===== src/rtl/riscv_fetch_pkg.sv =====
// Shared types and constants for the instruction fetch front-end.
package riscv_fetch_pkg;

    localparam int XLEN = 64;
    localparam int ILEN = 32;

    localparam logic [ILEN-1:0] RISCV_NOP = 32'h0000_0013;

    typedef struct packed {
        logic [XLEN-1:0] pc;
        logic [ILEN-1:0] instr;
        logic            filled;
    } fetch_entry_t;

endpackage


===== src/rtl/instr_fetch_unit_if.sv =====
// Fetch-unit bus: core control, instruction-memory handshake and the IF/ID head.
interface instr_fetch_unit_if;
    import riscv_fetch_pkg::*;

    logic            redirect_valid;
    logic [XLEN-1:0] redirect_pc;
    logic            stall;

    logic            imem_req;
    logic [XLEN-1:0] imem_addr;
    logic            imem_ready;
    logic            imem_rvalid;
    logic [ILEN-1:0] imem_rdata;

    logic            if_valid;
    logic [XLEN-1:0] if_pc;
    logic [ILEN-1:0] if_instr;

    modport master (
        input  redirect_valid, redirect_pc, stall,
        input  imem_ready, imem_rvalid, imem_rdata,
        output imem_req, imem_addr,
        output if_valid, if_pc, if_instr
    );

    modport slave (
        output redirect_valid, redirect_pc, stall,
        output imem_ready, imem_rvalid, imem_rdata,
        input  imem_req, imem_addr,
        input  if_valid, if_pc, if_instr
    );

endinterface


===== src/rtl/fetch_queue.sv =====
// Circular buffer of fetched instructions; entries are allocated at issue and
// filled in allocation order as responses return.
module fetch_queue
    import riscv_fetch_pkg::*;
#(
    parameter  int DEPTH = 4,
    localparam int AW    = $clog2(DEPTH),
    localparam int CW    = AW + 1
) (
    input  logic            clk,
    input  logic            reset,
    input  logic            flush_i,
    input  logic            alloc_i,
    input  logic [XLEN-1:0] alloc_pc_i,
    input  logic            fill_i,
    input  logic [ILEN-1:0] fill_data_i,
    input  logic            pop_i,
    output logic [CW-1:0]   count_o,
    output logic [CW-1:0]   unfilled_o,
    output fetch_entry_t    head_o
);

    fetch_entry_t [DEPTH-1:0] mem_q;
    logic [AW-1:0] head_q, tail_q;
    logic [CW-1:0] count_q, nfill_q;
    logic [AW-1:0] fidx;

    // Filled entries are always a prefix starting at head, so the oldest
    // unfilled slot sits right after them.
    assign fidx = head_q + AW'(nfill_q);

    always_ff @(posedge clk) begin
        if (reset || flush_i) begin
            head_q  <= '0;
            tail_q  <= '0;
            count_q <= '0;
            nfill_q <= '0;
        end else begin
            if (alloc_i) begin
                mem_q[tail_q] <= '{pc: alloc_pc_i, instr: RISCV_NOP, filled: 1'b0};
                tail_q        <= tail_q + AW'(1);
            end
            if (fill_i) begin
                mem_q[fidx].instr  <= fill_data_i;
                mem_q[fidx].filled <= 1'b1;
            end
            if (pop_i) head_q <= head_q + AW'(1);
            count_q <= count_q + CW'(alloc_i) - CW'(pop_i);
            nfill_q <= nfill_q + CW'(fill_i) - CW'(pop_i);
        end
    end

    // Slots are not cleared on flush; an empty queue must never report a filled head.
    always_comb begin
        head_o        = mem_q[head_q];
        head_o.filled = mem_q[head_q].filled && (count_q != '0);
    end

    assign count_o    = count_q;
    assign unfilled_o = count_q - nfill_q;

endmodule


===== src/rtl/instr_fetch_unit.sv =====
// Instruction fetch front-end: PC sequencing, in-order imem handshake, stale
// response discard after redirect, and the buffered head toward IF/ID.
module instr_fetch_unit
    import riscv_fetch_pkg::*;
#(
    parameter int              DEPTH    = 4,
    parameter logic [XLEN-1:0] RESET_PC = '0
) (
    input  logic clk,
    input  logic reset,
    instr_fetch_unit_if.master bus
);

    localparam int CW = $clog2(DEPTH) + 1;

    logic [XLEN-1:0] fpc_q, fpc_d;
    logic [CW-1:0]   drop_q, drop_d;
    logic [CW-1:0]   count, unfilled;
    logic [CW:0]     occ;
    fetch_entry_t    head;
    logic            accept, rsp_drop, rsp_fill, fill, if_valid, pop;

    assign occ          = {1'b0, count} + {1'b0, drop_q};
    assign bus.imem_req = !reset && !bus.redirect_valid && (occ < (CW+1)'(DEPTH));
    assign bus.imem_addr = fpc_q;
    assign accept       = bus.imem_req && bus.imem_ready;

    assign rsp_drop = bus.imem_rvalid && (drop_q != '0);
    assign rsp_fill = bus.imem_rvalid && (drop_q == '0) && (unfilled != '0);
    assign fill     = rsp_fill && !bus.redirect_valid;

    assign if_valid = head.filled && !bus.redirect_valid;
    assign pop      = if_valid && !bus.stall;

    always_comb begin
        fpc_d  = fpc_q;
        drop_d = drop_q;
        if (bus.redirect_valid) begin
            // Every unfilled entry becomes a stale response, less one landing now.
            drop_d = drop_q - CW'(rsp_drop) + unfilled - CW'(rsp_fill);
            fpc_d  = bus.redirect_pc & ~XLEN'(3);
        end else begin
            if (accept)   fpc_d  = fpc_q + XLEN'(4);
            if (rsp_drop) drop_d = drop_q - CW'(1);
        end
    end

    always_ff @(posedge clk) begin
        if (reset) begin
            fpc_q  <= RESET_PC;
            drop_q <= '0;
        end else begin
            fpc_q  <= fpc_d;
            drop_q <= drop_d;
        end
    end

    fetch_queue #(.DEPTH(DEPTH)) u_queue (
        .clk        (clk),
        .reset      (reset),
        .flush_i    (bus.redirect_valid),
        .alloc_i    (accept),
        .alloc_pc_i (fpc_q),
        .fill_i     (fill),
        .fill_data_i(bus.imem_rdata),
        .pop_i      (pop),
        .count_o    (count),
        .unfilled_o (unfilled),
        .head_o     (head)
    );

    assign bus.if_valid = if_valid;
    assign bus.if_pc    = if_valid ? head.pc : '0;
    assign bus.if_instr = if_valid ? head.instr : RISCV_NOP;

    a_no_spurious_rsp: assert property (@(posedge clk) disable iff (reset)
        bus.imem_rvalid |-> (drop_q != '0 || unfilled != '0));

endmodule


===== src/flat_wrapper.sv =====
// flat-port wrapper written by rule: the top's interface ports become plain ports
module instr_fetch_unit_flat import riscv_fetch_pkg::*;
#(
    parameter int              DEPTH    = 4,
    parameter logic [XLEN-1:0] RESET_PC = '0
)
  (clk, reset, bus_redirect_valid, bus_redirect_pc, bus_stall, bus_imem_ready, bus_imem_rvalid, bus_imem_rdata, bus_imem_req, bus_imem_addr, bus_if_valid, bus_if_pc, bus_if_instr);
  instr_fetch_unit_if bus_i ();
  input  logic clk;
  input  logic reset;
  input wire logic [$bits(bus_i.redirect_valid)-1:0] bus_redirect_valid;
  input wire logic [$bits(bus_i.redirect_pc)-1:0] bus_redirect_pc;
  input wire logic [$bits(bus_i.stall)-1:0] bus_stall;
  input wire logic [$bits(bus_i.imem_ready)-1:0] bus_imem_ready;
  input wire logic [$bits(bus_i.imem_rvalid)-1:0] bus_imem_rvalid;
  input wire logic [$bits(bus_i.imem_rdata)-1:0] bus_imem_rdata;
  output wire logic [$bits(bus_i.imem_req)-1:0] bus_imem_req;
  output wire logic [$bits(bus_i.imem_addr)-1:0] bus_imem_addr;
  output wire logic [$bits(bus_i.if_valid)-1:0] bus_if_valid;
  output wire logic [$bits(bus_i.if_pc)-1:0] bus_if_pc;
  output wire logic [$bits(bus_i.if_instr)-1:0] bus_if_instr;
  assign bus_i.redirect_valid = bus_redirect_valid;
  assign bus_i.redirect_pc = bus_redirect_pc;
  assign bus_i.stall = bus_stall;
  assign bus_i.imem_ready = bus_imem_ready;
  assign bus_i.imem_rvalid = bus_imem_rvalid;
  assign bus_i.imem_rdata = bus_imem_rdata;
  assign bus_imem_req = bus_i.imem_req;
  assign bus_imem_addr = bus_i.imem_addr;
  assign bus_if_valid = bus_i.if_valid;
  assign bus_if_pc = bus_i.if_pc;
  assign bus_if_instr = bus_i.if_instr;
  instr_fetch_unit #(.DEPTH(DEPTH), .RESET_PC(RESET_PC)) u_core (.clk(clk), .reset(reset), .bus(bus_i));
endmodule

===== config.mk =====
export PLATFORM = sky130hd
export DESIGN_NAME = instr_fetch_unit_flat
export DESIGN_NICKNAME = d
export VERILOG_FILES = /design/src/rtl/riscv_fetch_pkg.sv /design/src/rtl/instr_fetch_unit_if.sv /design/src/rtl/fetch_queue.sv /design/src/rtl/instr_fetch_unit.sv /design/src/flat_wrapper.sv
export SDC_FILE = /design/constraint.sdc
export NUM_CORES = 1
export LEC_CHECK = 0
export ABC_AREA = 1
export CAP_MARGIN = 30
export CELL_PAD_IN_SITES_DETAIL_PLACEMENT = 1
export CELL_PAD_IN_SITES_GLOBAL_PLACEMENT = 2
export CORE_MARGIN = 8
export CORE_UTILIZATION = 35
export CTS_CLUSTER_DIAMETER = 50
export DETAILED_ROUTE_END_ITERATION = 10
export GPL_TIMING_DRIVEN = 0
export PLACE_DENSITY_LB_ADDON = 0.1
export SLEW_MARGIN = 20
export SYNTH_ARGS = -nofsm -noshare
export SYNTH_HDL_FRONTEND = slang
export SYNTH_SLANG_ARGS = --single-unit

===== constraint.sdc =====
create_clock -name clk -period 5.03 [get_ports clk]
set_input_delay 0.503 -clock clk [delete_from_list [all_inputs] [get_ports clk]]
set_output_delay 0.503 -clock clk [all_outputs]
set_load 0.02 [all_outputs]

# After elaboration in Yosys (flattened, before gate mapping)
# Index checks and enable logic that the tools add are counted.
[word_totals]
elab_cells = 82
in_bits = 102
regBits = 465
[classes]
n_mux = 20
n_addsub = 14
n_lt_le_gt_ge = 6
n_reduce_logical = 23
[ops]
columns = ["op", "count"]
rows = [
  ["bitwise mux 388 bit", 3],
  ["two-way mux 388 bit", 3],
  ["demux 97 bit (select 2 bit)", 3],
  ["binary-select mux 97 bit (select 2 bit)", 1],
  ["two-way mux 97 bit", 2],
  ["two-way mux 64 bit", 3],
  ["adder 64 x 3 -> 64 bit, second input constant", 1],
  ["two-way mux 33 bit", 1],
  ["two-way mux 32 bit", 1],
  ["logical AND 1 bit", 12],
  ["subtractor 3 x 1 -> 3 bit", 4],
  ["< comparator 2 x 3 -> 1 bit, second input constant", 3],
  ["nonzero test 3 bit", 3],
  ["adder 3 x 1 -> 3 bit", 2],
  ["two-way mux 3 bit", 2],
  ["adder 2 x 1 -> 2 bit, second input constant", 2],
  ["adder 3 x 3 -> 4 bit", 1],
  [">= comparator 2 x 1 -> 1 bit, second input constant", 2],
  ["< comparator 4 x 3 -> 1 bit, second input constant", 1],
  ["nonzero test 2 bit", 2],
  ["adder 3 bit", 1],
  ["zero test 1 bit", 3],
  ["zero test 3 bit", 1],
  ["subtractor 3 x 1 -> 3 bit, second input constant", 1],
  ["other kinds (5)", 5],
]

# Longest topological paths before layout
# Gate-level depths: netlist of the first run.
[logic_depth]
word_depth = 10
mapped_depth = 19
depth_no_buf = 19

# Cells and area by module
# A second synthesis of the first run with hierarchy kept.
[hier_totals]
hier_cells = 2816
area_unflattened_um2 = 24134.4
[modules_own_cells]
columns = ["mod", "area_each_um2", "seq_area_each_um2", "n_inst", "cells_each"]
rows = [
  ["fetch_queue", 18203.7, 11851.4, 1, 1737],
  ["instr_fetch_unit", 5930.7, 1301.2, 1, 1079],
]

# Worst setup path before layout of the first run
# No wires, ideal clock.
[synth_path]
kind = "input-to-reg"
start = "in reset"
end = "reg (tool-made name)"
cell_stages = 8
setup_slack_ps = 583
t_required_ps = 4614
t_arrival_ps = 4032
n_path_buf = 3
cell_sequence = "buf_4 -> nor2_8 -> nand2_2 -> nor3_4 -> buf_6 -> nand2_2 -> clkbuf_1 -> inv_1"
[synth_lines]
columns = ["item", "line_no", "rtl"]
rows = [
  ["start: declaration", "flat_wrapper.sv:10", "input logic reset;"],
]

# Worst setup path after layout of the first run
[layout_path]
start = "reg u_core.u_queue.head_q[0]"
end = "out bus_if_pc[51]"
[layout_between]
elab_chain_len = 5
[layout_lines]
columns = ["item", "line_no", "rtl"]
rows = [
  ["start: declaration", "fetch_queue.sv:24", "logic [AW-1:0] head_q, tail_q;"],
  ["start signal: assignment", "fetch_queue.sv:47", "if (pop_i) head_q <= head_q + AW'(1);"],
  ["binary-select mux 97 bit (select 2 bit) *", "fetch_queue.sv:55, fetch_queue.sv:56", ""],
  ["two-way mux 97 bit (not written as such) *", "fetch_queue.sv:56", "head_o.filled = mem_q[head_q].filled && (count_q != '0);"],
  ["logical AND 1 bit", "fetch_queue.sv:56", ""],
  ["logical AND 1 bit", "instr_fetch_unit.sv:32", "assign if_valid = head.filled && !bus.redirect_valid;"],
  ["two-way mux 64 bit *", "instr_fetch_unit.sv:73", "assign bus.if_pc = if_valid ? head.pc : '0;"],
  ["end: declaration", "flat_wrapper.sv:20", "output wire logic [$bits(bus_i.if_pc)-1:0] bus_if_pc;"],
]
# Mark *: on every way between the ends. The rest lies on a longest branch, timed or not. The select of a mux whose other input is x is not followed.

==> results of run 1 <==
[per-stage QoR]
stage	instances	worst slack, ns	area [sq um]	total power [mW]
2_1_floorplan	2682	0.583	23100	4.82
3_3_place_gp	3803	-1.80	26800	5.20
3_5_place_dp	3812	0.845	27000	5.23
4_1_cts	3939	0.212	29300	10.0
5_1_grt	3939	0.0836	29300	10.3
6_report	3940	0.175	29300	9.94
[power groups by stage]
stage | Sequential, mW | Clock [mW] | Combinational, mW
2_1_floorplan | 4.48 | 0 | 0.341
3_3_place_gp | 4.52 | 0 | 0.671
3_5_place_dp | 4.53 | 0 | 0.701
4_1_cts | 4.45 | 4.88 | 0.707
5_1_grt | 4.46 | 5.02 | 0.775
6_report | 4.45 | 4.80 | 0.700
[worst reg2reg max path, delay by kind of cell, from the launching register on]
kind                     cells  cell delay (ns)
flip-flops                   1             0.38
buffers and inverters        3             0.18
AND/OR/NAND/NOR              4             0.49
AO/OA/AOI/OAI                2             0.22
adder cells (fa/ha/maj)      6             2.16
XOR/XNOR                     4             0.66
[Yosys cell counts]
master,n,area (sq um)
or2_2,1,6.26
a22oi_1,2,15.0
inv_4,1,6.26
xor2_1,17,149
edfxtp_1,388,11700
buf_2,24,120
inv_2,8,30.0
buf_4,14,105
o211ai_1,2,15.0
nor2_8,3,60.1
nand3b_1,2,15.0
o21bai_1,31,233
nor2_4,1,11.3
a21oi_1,190,951
nor3_4,1,16.3
clkbuf_1,85,319
nand2_1,636,2390
a21o_1,4,30.0
nor2_1,507,1900
buf_6,8,90.1
o21ai_1,8,40.0
nor2_2,4,25.0
dfxtp_1,75,1500
nand3_2,1,10.0
a21boi_0,6,45.0
conb_1,1,3.75
inv_1,174,653
nor3_1,3,15.0
nand2_2,5,31.3
o21ai_0,285,1430
clkbuf_2,1,5.00
a31oi_1,9,56.3
fa_1,6,120
nand3_1,106,531
buf_1,17,63.8
xnor2_1,20,175
nand4_1,18,113
ha_1,17,213
[logic make-up after synthesis]
family	count (synthesis)	share of synthesized area
and+or+nand+nor	1288	0.221
AOI/OAI and AO/OA	537	0.121
DFF	463	0.568
buffers and inverters	332	0.0602
xor gates and xnor gates	37	0.0140
adders and majority gates	23	0.0144
other	1	0.000162
[area by class of cell]
cell class | count | area, sq um
Buffer | 149 | 707
Clock inverter | 40 | 379
Multi-Input combinational cell | 1887 | 8600
Timing Repair Buffer | 266 | 2770
Clock buffer | 87 | 1910
Antenna cell | 1 | 2.50
Fill cell | 7624 | 36300
Sequential cell | 463 | 13200
Inverter | 183 | 697
Tap cell | 864 | 1080
[routing by layer]
| layer | vias up | routed length [um] |
|---|---|---|
| met5 | - | 0 |
| li1 | 9618 | - |
| met1 | 9938 | 39900 |
| met3 | 188 | 4320 |
| met4 | 0 | 3730 |
| met2 | 537 | 45500 |
[layout by cell type, fill, tap and decap left out, types with 18 or more instances in the layout]
master	instances
a21oi_1	190
buf_2	23
clkbuf_1	94
clkbuf_16	72
clkdlybuf4s50_1	257
dfxtp_1	75
edfxtp_1	388
inv_1	171
nand2_1	636
nand3_1	106
nand4_1	18
nor2_1	507
o21ai_0	285
o21bai_1	31
xnor2_1	20
[worst paths after layout]
path	end	slack [ns]	depth (start not counted)
worst max register to register	u_core.drop_q[2]	0.81	19
worst min register to register	u_core.drop_q[1]	0.54	2
worst max-delay path	bus_if_pc[51]	0.17	8
worst min-delay path	u_core.bus.imem_addr[11]	0.25	2
==> impl_metrics.env, run 1 <==
export IMPL_status="finished, final reports clean"
export IMPL_rsz0062_at_grt="false"
export IMPL_ant_nets=0
export IMPL_holdWs_ns=0.255
export IMPL_insertion_delay_ns=0.60
export IMPL_die_area_sq_um=74600
export IMPL_final_util=0.446
export IMPL_critPathLaunchType="register"
export IMPL_wl_per_cell_um=23.7
export IMPL_path_buf_inv=4
export IMPL_dieHeight_um=273
export IMPL_antenna_found_initial=2
export IMPL_core_sq_um=65600
export IMPL_numClockSinks=463
export IMPL_synth_distinct_cells=38
export IMPL_use_met1=0.305
export IMPL_clk_pin_slew_worst_paths_ns=0.06
export IMPL_drtPass1Iterations=5
export IMPL_critPathKind="reg -> out"
export IMPL_hold_viol_final=0
export IMPL_powerDensity_nw_per_um2=339
export IMPL_slew_violations=0
export IMPL_port_buffer_count=257
export IMPL_via_count=20300
export IMPL_yosys_warnings=0
export IMPL_period_share=0.965
export IMPL_fmax_mhz=206
export IMPL_switching_share=0.247
export IMPL_worst_path_max_fanout=10
export IMPL_dieWidth_um=273
export IMPL_cts_made_buffers=69
export IMPL_syn_mean_instance_area_sq_um=8.63
export IMPL_met2_usage=0.423
export IMPL_ys_ff_latch=463
export IMPL_io_pins=264
export IMPL_seq_area_frac_synth=0.568
export IMPL_busiest_layer="met2"
export IMPL_critPathSlowestCell="buf_1"
export IMPL_critical_path_required_ns=4.53
export IMPL_setup_viol=0
export IMPL_vias_per_cell=5.15
export IMPL_setup_tns_ns=0
export IMPL_syn_to_final_growth_pct=26.6
export IMPL_p_seq_frac=0.447
export IMPL_grt_pass1_wl_um=138000
export IMPL_hold_buffers=0
export IMPL_combPwrFrac=0.070
export IMPL_grt_pass1_vias=21900
export IMPL_intPower_mw=7.49
export IMPL_fin_crit_ns=4.86
export IMPL_clockRootBuffer="clkbuf_16"
export IMPL_nets=3144
export IMPL_clockBufferDepth=3
export IMPL_num_rows=94
export IMPL_grt_overflow=0
export IMPL_hold_path_class="in -> reg"
export IMPL_cp_arrival_ns=4.35
export IMPL_wl_um=93400
export IMPL_grt_max_degree=44
export IMPL_leakage_nw=10.8
export IMPL_initial_core_util=0.353
export IMPL_drive_gt1_frac=0.0631
export IMPL_worstMarginPinSlew_ns=0.984
export IMPL_hpwlAfterDp_um=69400
export IMPL_crit_top_cell="nor2_1"
export IMPL_slowest_delay_ns=0.79
export IMPL_remaining_drc_errors=0
export IMPL_cp_startpoint="u_core.u_queue.head_q[0]"
export IMPL_postCtsResizedCells=0
export IMPL_synthCells=2681
export IMPL_postCtsSetupRepairBufs=0
export IMPL_met3_usage=0.0403
export IMPL_ir_drop_mv=0.245
export IMPL_reg2reg_from="u_core.u_queue.count_o[0]"
export IMPL_worstHoldStart="reset"
export IMPL_maxCapViolCount=0
export IMPL_cp_end_kind="primary output"
export IMPL_gp_congestion=0.913
export IMPL_netlist_area_sq_um=23100
export IMPL_fin_skew_ns=0.0289
export IMPL_slew_headroom=0.344
export IMPL_drt_iter0_drc=1226
export IMPL_crit_family="buffers and inverters"
export IMPL_cts_htree_levels=3
export IMPL_p_switching_mw=2.45
export IMPL_cts_tree="built"
export IMPL_grt_usage=0.245
export IMPL_cp_cell_sequence="buf_2, clkbuf_1, buf_1, nor2_1, nor2_1, o21ai_0, a21oi_1, clkdlybuf4s50_1"
export IMPL_p_clk_frac=0.482
No activity file was read; power rests on OpenSTA's default activity.
==> run 2: changes to the inputs <==
Settings changed: CELL_PAD_IN_SITES_DETAIL_PLACEMENT 1 to default, CELL_PAD_IN_SITES_GLOBAL_PLACEMENT 2 to default, CORE_UTILIZATION 35 to 38, PLACE_DENSITY_LB_ADDON 0.1 to default.
==> run 2 against run 1 <==
- worst hold slack got worse by 0.028 ns
- core utilization rose by 3.3 points
- largest power group is now sequential cells
- critical path type unchanged
- design area shrank 1.4%
- sequential share of layout area is 0.64 points higher
- flip-flop and latch count unchanged
- fmax increased by 3.8%
- via count barely moved
- count of clock-buffer cells in the layout down 20
==> impl_metrics.env, run 2 (synthesis results as in run 1) <==
export IMPL_holdWs_ns=0.226
export IMPL_clk_pin_slew_worst_paths_ns=0.06
export IMPL_slowest_delay_ns=0.84
export IMPL_syn_to_final_growth_pct=24.8
export IMPL_vias_per_cell=5.28
export IMPL_num_rows=90
export IMPL_worstMarginPinSlew_ns=1.04
export IMPL_clockBufferDepth=3
export IMPL_die_area_sq_um=69100
export IMPL_fin_skew_ns=0.0154
export IMPL_ant_nets=0
export IMPL_wl_per_cell_um=23.0
export IMPL_antenna_found_initial=2
export IMPL_layout_commonest_cell="nand2_1"
export IMPL_ir_drop_mv=0.286
export IMPL_leakage_nw=10.6
export IMPL_worst_path_max_fanout=10
export IMPL_path_buf_inv=4
export IMPL_via_count=20300
export IMPL_status="finished, final reports clean"
export IMPL_initial_core_util=0.384
export IMPL_cp_arrival_ns=4.18
export IMPL_dieHeight_um=263
export IMPL_hold_path_class="in -> reg"
export IMPL_cp_startpoint="u_core.u_queue.head_q[0]"
export IMPL_critPathKind="reg -> out"
export IMPL_fmax_mhz=214
export IMPL_powerDensity_nw_per_um2=326
export IMPL_crit_family="buffers and inverters"
export IMPL_layout_common_cells="nand2_1, nor2_1, edfxtp_1"
export IMPL_maxCapViolCount=0
export IMPL_cts_tree="built"
export IMPL_nets=3134
export IMPL_grt_usage=0.248
export IMPL_cts_htree_levels=2
export IMPL_critPathCapture="bus_if_pc[57]"
export IMPL_place_ws_ns=0.947
export IMPL_worstSetupPathDepth=8
export IMPL_cp_cell_sequence="buf_2, clkbuf_1, buf_1, nor2_1, nor2_1, o21ai_0, a21oi_1, clkdlybuf4s50_1"
export IMPL_hold_viol_final=0
export IMPL_insertion_delay_ns=0.62
export IMPL_port_buffer_count=257
export IMPL_slew_violations=0
export IMPL_met2_usage=0.403
export IMPL_reg2reg_depth=18
export IMPL_use_met1=0.323
export IMPL_cp_end_kind="primary output"
export IMPL_fin_crit_ns=4.68
export IMPL_slew_headroom=0.304
export IMPL_grt_pass1_vias=19800
export IMPL_period_share=0.930
export IMPL_critPathSlowestCell="buf_1"
export IMPL_grt_max_degree=63
export IMPL_r2r_end="u_core.drop_q[2]"
export IMPL_dieWidth_um=263
export IMPL_design_area_sq_um=28900
export IMPL_gp_congestion=0.974
export IMPL_placed_cell_area_sq_um=26900
export IMPL_reg2reg_from="u_core.u_queue.count_o[0]"
export IMPL_hold_depth=2
export IMPL_critical_path_required_ns=4.53
export IMPL_hpwlAfterDp_um=64300
export IMPL_remaining_drc_errors=0
export IMPL_busiest_layer="met2"
export IMPL_numClockSinks=463
export IMPL_drive_gt1_frac=0.0592
export IMPL_clockRootBuffer="clkbuf_16"
export IMPL_io_pins=264
export IMPL_cts_made_buffers=59
export IMPL_setup_viol=0
export IMPL_regToRegSetupSlack_ns=0.94
export IMPL_core_sq_um=60200
export IMPL_fill_cells=5716
export IMPL_crit_top_cell="nor2_1"
export IMPL_critPathLaunchType="register"
export IMPL_postCtsResizedCells=0
export IMPL_grt_pass1_wl_um=130000
export IMPL_hold_buffers=0
export IMPL_setup_ws_ns=0.352
export IMPL_grt_overflow=0
export IMPL_met3_usage=0.0472
export IMPL_postCtsSetupRepairBufs=0
export IMPL_wl_um=88500
export IMPL_drtPass1Iterations=7
export IMPL_drt_iter0_drc=1829
export IMPL_rsz0062_at_grt="false"
==> run 2: cell types whose count changed in the layout (fill, tap and decap cells not counted) <==
cell        change
inv_6           -1
clkbuf_8        -5
clkinv_2        +2
clkinvlp_4      -4
clkinv_8        -1
clkinv_1        +1
clkinv_4        +2
inv_8           +3
bufinv_16       +1
buf_8           +1
clkbuf_2        +1
clkbuf_1        -5
clkbuf_16      -11
buf_4           -1
==> run 2: through the flow <==
step                      total power, mW  cells  TNS (ns)  utilization
after CTS                            9.46   3839         0        0.479
after global placement               5.20   3721   -322.50        0.443
after detailed placement             5.22   3729         0        0.446
after global routing                 9.68   3841         0        0.479
after floorplan                      4.82   2682         0            -
final                                9.40   3841         0        0.479
==> run 2: worst min-delay path by stage <==
stage | endpoint | slack (ns) | start
after floorplan | u_core.drop_q[1] | 0.48 | u_core.drop_q[1]
after global placement | u_core.u_queue.tail_q[1] | 0.51 | u_core.u_queue.tail_q[1]
after detailed placement | u_core.drop_q[1] | 0.52 | u_core.drop_q[1]
after CTS | u_core.bus.imem_addr[11] | 0.19 | reset
after global routing | u_core.bus.imem_addr[4] | 0.21 | reset
final | u_core.bus.imem_addr[11] | 0.23 | reset
==> run 2: final cells by class <==
class	instances	area, sq um	share of cell area
Timing Repair Buffer	266	2770	0.0959
Clock buffer	67	1550	0.0536
Sequential cell	463	13200	0.455
Clock inverter	43	419	0.0145
Multi-Input combinational cell	1887	8600	0.298
Antenna cell	1	2.50	0.0000867
Inverter	183	697	0.0241
Tap cell	782	978	0.0339
Buffer	149	712	0.0247
==> run 2: where the power goes <==
part | leakage (nW) | internal [mW] | switching [mW] | total [mW]
clock | 0.956 | 2.50 | 1.76 | 4.26
sequential | 4.18 | 4.28 | 0.166 | 4.45
combinational | 5.52 | 0.283 | 0.417 | 0.700
total | 10.6 | 7.06 | 2.34 | 9.40
==> run 2: routing by layer <==
layer,vias up,share of wire
met5,-,0
met4,0,0.041
met3,158,0.078
met2,891,0.46
met1,9649,0.42
li1,9595,-
